## config.mk

```make
export PLATFORM = sky130hd
export DESIGN_NAME = dma_copy_engine
export DESIGN_NICKNAME = d
export VERILOG_FILES = /design/src/rtl/dma_pkg.sv /design/src/rtl/dma_addr_gen.sv /design/src/rtl/dma_copy_engine.sv
export SDC_FILE = /design/constraint.sdc
export NUM_CORES = 1
export LEC_CHECK = 0
export ABC_AREA = 1
export ABC_CLOCK_PERIOD_IN_PS = 5600
export CAP_MARGIN = 40
export CELL_PAD_IN_SITES_DETAIL_PLACEMENT = 1
export CELL_PAD_IN_SITES_GLOBAL_PLACEMENT = 2
export CORE_ASPECT_RATIO = 1.25
export CORE_MARGIN = 2
export CORE_UTILIZATION = 28
export DETAILED_ROUTE_END_ITERATION = 7
export PLACE_DENSITY_LB_ADDON = 0.1
export SYNTH_ARGS = -nofsm -noshare
export SYNTH_HDL_FRONTEND = slang
export SYNTH_SLANG_ARGS = --single-unit
```

## constraint.sdc

```tcl
create_clock -name i_clk -period 5.6 [get_ports i_clk]
set_input_delay 0.56 -clock i_clk [delete_from_list [all_inputs] [get_ports i_clk]]
set_output_delay 0.56 -clock i_clk [all_outputs]
set_load 0.05 [all_outputs]
```

## src/rtl/dma_pkg.sv

```systemverilog
// dma_pkg
// Shared definitions for the word-copy DMA engine: FSM state encoding,
// default word size and the address-alignment mask helper.
package dma_pkg;

  localparam int DMA_WORD_BYTES = 4;

  typedef enum logic [1:0] {
    ST_IDLE  = 2'd0,
    ST_READ  = 2'd1,
    ST_WRITE = 2'd2,
    ST_DONE  = 2'd3
  } dma_state_e;

  // Mask that clears the byte-offset bits of a word address.
  function automatic logic [31:0] dma_align_mask(input int word_bytes);
    return ~((32'd1 << $clog2(word_bytes)) - 32'd1);
  endfunction

endpackage

```

## src/rtl/dma_addr_gen.sv

```systemverilog
// dma_addr_gen
// Source/destination pointer and remaining-word counter for the copy engine.
// On load it aligns both addresses, picks the copy direction (descending when
// the destination starts inside the source range, so overlapping data is not
// clobbered before it is read) and presets the pointers to the first word to
// move. Each step moves both pointers one word and consumes one word.
// Ports:
//   i_clk, i_reset        clock, synchronous active-high reset
//   i_load                latch i_src_addr/i_dst_addr/i_word_count
//   i_step                advance pointers and decrement the count
//   o_src_ptr, o_dst_ptr  current word pointers (byte addresses)
//   o_last_word           the word being moved now is the final one
module dma_addr_gen
  import dma_pkg::*;
#(
  parameter int WORD_BYTES = DMA_WORD_BYTES,
  parameter int COUNT_W    = 16
) (
  input  logic               i_clk,
  input  logic               i_reset,
  input  logic               i_load,
  input  logic               i_step,
  input  logic [31:0]        i_src_addr,
  input  logic [31:0]        i_dst_addr,
  input  logic [COUNT_W-1:0] i_word_count,
  output logic [31:0]        o_src_ptr,
  output logic [31:0]        o_dst_ptr,
  output logic               o_last_word
);

  localparam logic [31:0] STEP       = 32'(WORD_BYTES);
  localparam logic [31:0] ALIGN_MASK = dma_align_mask(WORD_BYTES);
  // Wide enough that src + WORD_BYTES*N can never overflow.
  localparam int          SPAN_W     = COUNT_W + 33;

  logic [31:0]        w_src_al;
  logic [31:0]        w_dst_al;
  logic [SPAN_W-1:0]  w_span;
  logic [SPAN_W-1:0]  w_src_end;
  logic [31:0]        w_last_off;
  logic               w_desc;
  logic [31:0]        w_src_start;
  logic [31:0]        w_dst_start;

  logic [31:0]        r_src_ptr;
  logic [31:0]        r_dst_ptr;
  logic [COUNT_W-1:0] r_count;
  logic               r_desc;

  // Alignment, overlap detection and starting pointers for a new copy.
  always_comb begin
    w_src_al   = i_src_addr & ALIGN_MASK;
    w_dst_al   = i_dst_addr & ALIGN_MASK;
    w_span     = SPAN_W'(STEP) * SPAN_W'(i_word_count);
    w_src_end  = SPAN_W'(w_src_al) + w_span;
    w_desc     = (w_dst_al > w_src_al) && (SPAN_W'(w_dst_al) < w_src_end);
    // Offset of the last word; wraps modulo 2^32 like the pointers do.
    w_last_off = w_span[31:0] - STEP;
    if (w_desc) begin
      w_src_start = w_src_al + w_last_off;
      w_dst_start = w_dst_al + w_last_off;
    end else begin
      w_src_start = w_src_al;
      w_dst_start = w_dst_al;
    end
  end

  // Pointer and count registers.
  always_ff @(posedge i_clk) begin
    if (i_reset) begin
      r_src_ptr <= 32'd0;
      r_dst_ptr <= 32'd0;
      r_count   <= '0;
      r_desc    <= 1'b0;
    end else if (i_load) begin
      r_src_ptr <= w_src_start;
      r_dst_ptr <= w_dst_start;
      r_count   <= i_word_count;
      r_desc    <= w_desc;
    end else if (i_step) begin
      if (r_desc) begin
        r_src_ptr <= r_src_ptr - STEP;
        r_dst_ptr <= r_dst_ptr - STEP;
      end else begin
        r_src_ptr <= r_src_ptr + STEP;
        r_dst_ptr <= r_dst_ptr + STEP;
      end
      r_count <= r_count - COUNT_W'(1'b1);
    end
  end

  assign o_src_ptr   = r_src_ptr;
  assign o_dst_ptr   = r_dst_ptr;
  assign o_last_word = (r_count == COUNT_W'(1'b1));

endmodule

```

## src/rtl/dma_copy_engine.sv

```systemverilog
// dma_copy_engine
// Copies WordCount words from SrcAddr to DstAddr through a single-port data
// memory, one READ cycle and one WRITE cycle per word, overlap-safe.
// Ports:
//   i_clk, i_reset            clock, synchronous active-high reset
//   i_start                   request pulse, only honoured in IDLE
//   i_src_addr, i_dst_addr    first-word byte addresses
//   i_word_count              number of words (0 -> immediate Done)
//   o_busy, o_done            copy in progress / one-cycle completion pulse
//   o_address, o_write_data   memory address and write data
//   o_mem_read, o_mem_write   memory strobes (never both high)
//   i_read_data               combinational read data from memory
module dma_copy_engine
  import dma_pkg::*;
#(
  parameter int WORD_BYTES = DMA_WORD_BYTES,
  parameter int COUNT_W    = 16
) (
  input  logic               i_clk,
  input  logic               i_reset,
  input  logic               i_start,
  input  logic [31:0]        i_src_addr,
  input  logic [31:0]        i_dst_addr,
  input  logic [COUNT_W-1:0] i_word_count,
  output logic               o_busy,
  output logic               o_done,
  output logic [31:0]        o_address,
  output logic [31:0]        o_write_data,
  output logic               o_mem_read,
  output logic               o_mem_write,
  input  logic [31:0]        i_read_data
);

  dma_state_e  r_state;
  dma_state_e  w_next_state;
  logic        w_load;
  logic        w_step;
  logic [31:0] r_buffer;
  logic [31:0] w_src_ptr;
  logic [31:0] w_dst_ptr;
  logic        w_last_word;

  dma_addr_gen #(
    .WORD_BYTES (WORD_BYTES),
    .COUNT_W    (COUNT_W)
  ) u_addr_gen (
    .i_clk        (i_clk),
    .i_reset      (i_reset),
    .i_load       (w_load),
    .i_step       (w_step),
    .i_src_addr   (i_src_addr),
    .i_dst_addr   (i_dst_addr),
    .i_word_count (i_word_count),
    .o_src_ptr    (w_src_ptr),
    .o_dst_ptr    (w_dst_ptr),
    .o_last_word  (w_last_word)
  );

  // State register.
  always_ff @(posedge i_clk) begin
    if (i_reset) begin
      r_state <= ST_IDLE;
    end else begin
      r_state <= w_next_state;
    end
  end

  // Next-state logic plus load/step strobes for the pointer block.
  always_comb begin
    w_next_state = r_state;
    w_load       = 1'b0;
    w_step       = 1'b0;
    case (r_state)
      ST_IDLE: begin
        if (i_start) begin
          w_load = 1'b1;
          if (i_word_count != '0) begin
            w_next_state = ST_READ;
          end else begin
            w_next_state = ST_DONE;
          end
        end else begin
          w_next_state = ST_IDLE;
        end
      end
      ST_READ: begin
        w_next_state = ST_WRITE;
      end
      ST_WRITE: begin
        w_step = 1'b1;
        if (w_last_word) begin
          w_next_state = ST_DONE;
        end else begin
          w_next_state = ST_READ;
        end
      end
      ST_DONE: begin
        w_next_state = ST_IDLE;
      end
      default: begin
        w_next_state = ST_IDLE;
      end
    endcase
  end

  // Word buffer: holds the word read in READ for the following WRITE.
  always_ff @(posedge i_clk) begin
    if (i_reset) begin
      r_buffer <= 32'd0;
    end else if (r_state == ST_READ) begin
      r_buffer <= i_read_data;
    end
  end

  // Outputs decoded from the registered state.
  always_comb begin
    o_busy       = 1'b0;
    o_done       = 1'b0;
    o_address    = 32'd0;
    o_write_data = 32'd0;
    o_mem_read   = 1'b0;
    o_mem_write  = 1'b0;
    case (r_state)
      ST_READ: begin
        o_busy     = 1'b1;
        o_mem_read = 1'b1;
        o_address  = w_src_ptr;
      end
      ST_WRITE: begin
        o_busy       = 1'b1;
        o_mem_write  = 1'b1;
        o_address    = w_dst_ptr;
        o_write_data = r_buffer;
      end
      ST_DONE: begin
        o_done = 1'b1;
      end
      ST_IDLE: begin
        o_done = 1'b0;
      end
      default: begin
        o_done = 1'b0;
      end
    endcase
  end

endmodule
```

==> key figures <==
Status
  – Status: finished, final reports clean

Logic synthesis
  – Top cells by count, synth: nand2_1 (705), inv_1 (316), a21oi_1 (310)
  – Unique masters post-synth: 49
  – Post-synth EDFFs: 0
  – Top_reg_cell synth: dfxtp_1
  – Sequential share of the synthesized area: 0.139
  – Top post-synthesis cells by area: nand2_1 (17%), ha_1 (15%), dfxtp_1 (14%), a21oi_1 (9.7%), inv_1 (7.4%)
  – Syn Inst Count: 2736
  – Mapped cell area: 0.0159 mm2
  – Most frequent cell after synthesis: nand2_1
  – Ys async rst share: 0
  – Synth area leader: nand2_1
  – Synth Register Bits: 111
  – Ys Warns: 0
  – Area share of the largest cell type after synthesis: 0.166
  – Syn avg cell area: 5.83 um2

Placed design
  – Inst Count DP: 3619
  – RD Place Congestion: 0.918
  – Final HPWL DP: 65900 um
  – IO Port Bufs: 176

Route
  – Vias: 18800
  – Drt first pass iters: 5
  – Final WL: 78100 um
  – Antenna-violating nets left: 0
  – # DRC: 0
  – Vias per cell: 5.18
  – 1st-iter DRT viols: 770
  – DR WL/cell: 21.5 um

Floorplanning
  – Die Y: 271 um
  – Starting Density: 0.284
  – Die area: 0.0589 mm2
  – Core area: 0.0562 mm2
  – # rows: 97
  – IO Pins: 183
  – Die width: 217 um

GRT
  – Initial antenna violation count: 1
  – Largest net degree at the start of global routing: 56
  – GRT Residual Overflow: 0
  – Overall Global Routing Usage: 0.260
  – Number of global-route vias before repair: 19500
  – First-pass GRT wire length: 117000 um

Critical path
  – CP max stage delay: 0.59 ns
  – CP endpoint kind: flip-flop
  – Crit path DAT: 5.25 ns
  – Critical path buffer and inverter count: 6
  – Kind of critical path: in -> reg
  – Crit-path slowest cell: clkdlybuf4s50_1
  – FF-to-FF setup slack: 1.94 ns
  – Delay-heaviest family, CP: simple AND/OR/NAND/NOR gates
  – Data required time of the critical path: 5.94 ns
  – Crit-path max FO: 48
  – Startpoint types: input pin
  – CP most frequent cell: nand2_1

Timing
  – Clk_skew: 0.0141 ns
  – Worst slew margin: 0.475
  – Final-report max-slew violation count: 0
  – F_max: 0.204 GHz
  – RSZ-0062 raised after global routing: false
  – Final setup violation count: 0
  – Final hold violation count: 0
  – Post-route setup TNS: 0 ns
  – Worst Max-Slew Pin Slew: 0.787 ns
  – Fin crit period: 4.91 ns
  – Tcrit/Tclk final: 0.877

Final layout
  – Nets: 3205
  – Fill count: 7427
  – ANT cells: 0
  – Layout area overhead: 19.2%
  – Ratio of cells with drive above 1 in the final layout: 0.0294
  – Post-Layout Cell Count: 3635

Clock network
  – Post-CTS Setup Bufs: 0
  – # H-tree levels: 3
  – Clock slew at the register clock pins of the worst setup and hold paths: 0.10 ns
  – Clk root buf: clkbuf_16
  – Clk_lat worst skew: 0.40 ns
  – Clk sinks: 111
  – CTS Buffer Depth: 2
  – CTS Buf Count: 9
  – CTS tree: yes
  – CTS resizes: 0
  – CTS Hold Bufs: 0

Power
  – Leakage: 9.13 nW
  – Switching power: 0.00155 W
  – Combinational Power Share: 0.500
  – Internal power: 0.00174 W
  – Cell Pwr Density: 173 mW/mm2
  – Switching Fraction: 0.470
  – VDD IR max: 0.136 mV
  – Clock power share: 0.211
  – Share of power burned in registers: 0.289

Min path
  – Hold Path Class: reg -> reg

Run
  – Max-cap violation count: 0
==> per-stage QoR <==
step	setup WS (ns)	area (um2)	hold WS [ns]	utilization	power, W
2_1_floorplan	0.0848	16000	0.459	-	0.00195
3_3_place_gp	0.454	18700	0.473	0.332	0.00258
3_5_place_dp	0.353	18700	0.487	0.333	0.00261
4_1_cts	0.764	19000	0.500	0.338	0.00331
5_1_grt	0.274	19000	0.533	0.338	0.00353
6_report	0.690	19000	0.501	0.338	0.00329
==> sequential cells by signal, summed over array words and instances (netlist names) <==
| name | flops |
|---|---|
| u_addr_gen.r_desc | 1 |
| r_buffer | 32 |
| u_addr_gen.o_src_ptr | 30 |
| r_state | 2 |
| u_addr_gen.o_dst_ptr | 30 |
| u_addr_gen.r_count | 16 |
==> kinds of logic after synthesis <==
| kind of cell | count (synthesis) | synth area share |
|---|---|---|
| AND/OR/NAND/NOR | 1302 | 0.341 |
| AO/OA/AOI/OAI | 625 | 0.209 |
| buffers and inverters | 395 | 0.0949 |
| adder cells (fa/ha/maj) | 202 | 0.161 |
| flip-flops | 111 | 0.139 |
| XOR/XNOR | 100 | 0.0549 |
| other | 1 | 0.000235 |
==> metal layers <==
layer,vias to the layer above,part of all wire,track usage
met5,-,0,0
met4,0,0.033,0.0883
met3,81,0.025,0.0161
met2,313,0.49,0.471
met1,9021,0.45,0.323
li1,9415,-,-
==> power groups by stage <==
stage / Sequential (W) / Clock (W) / Combinational [W]
2_1_floorplan: 0.000923 / 0 / 0.00103
3_3_place_gp: 0.000966 / 0 / 0.00161
3_5_place_dp: 0.000967 / 0 / 0.00164
4_1_cts: 0.000950 / 0.000715 / 0.00165
5_1_grt: 0.000956 / 0.000741 / 0.00183
6_report: 0.000949 / 0.000694 / 0.00164
==> worst register-to-register path, stage by stage, from the launching register on <==
cell and delay (ns):
dfxtp_2 0.83, inv_1 0.28, fa_1 0.58, o21ai_0 0.59, nand2_1 0.11, nand2_1 0.22
nand3_1 0.10, nand2_1 0.16, nand2_1 0.12, nand4_1 0.09, nand2_1 0.10, o21ai_0 0.19
nand3_1 0.10, a21oi_1 0.12
==> path summary, 6_finish.rpt <==
kind / from / endpoint / cells after the start
max: i_word_count[7] / u_addr_gen.o_dst_ptr[3] / 29
min: u_addr_gen.r_count[4] / u_addr_gen.r_count[4] / 2
max reg2reg: u_addr_gen.r_desc / u_addr_gen.o_src_ptr[26] / 13
min reg2reg: u_addr_gen.r_count[4] / u_addr_gen.r_count[4] / 2
==> area by class of cell <==
type                       instances  area, um2  area share
tap                              742        928      0.0488
inverter                         320       1200      0.0633
clock buffer                       9        225      0.0118
multi-input combinational       2231      12200       0.643
clock inverter                     7       73.8     0.00388
timing repair buffer             215       2120       0.112
sequential                       111       2220       0.117
==> layout by cell type (no fill, tap or decap), types with 41 or more instances in the layout <==
cell and instances:
a21oi_1 310, clkdlybuf4s50_1 176, dfxtp_1 110, ha_1 195, inv_1 314, nand2_1 704, nand3_1 167, nand4_1 54
nor2_1 285, nor3_1 41, o21ai_0 233, xnor2_1 48, xor2_1 52
No activity file was read; power rests on OpenSTA's default activity.
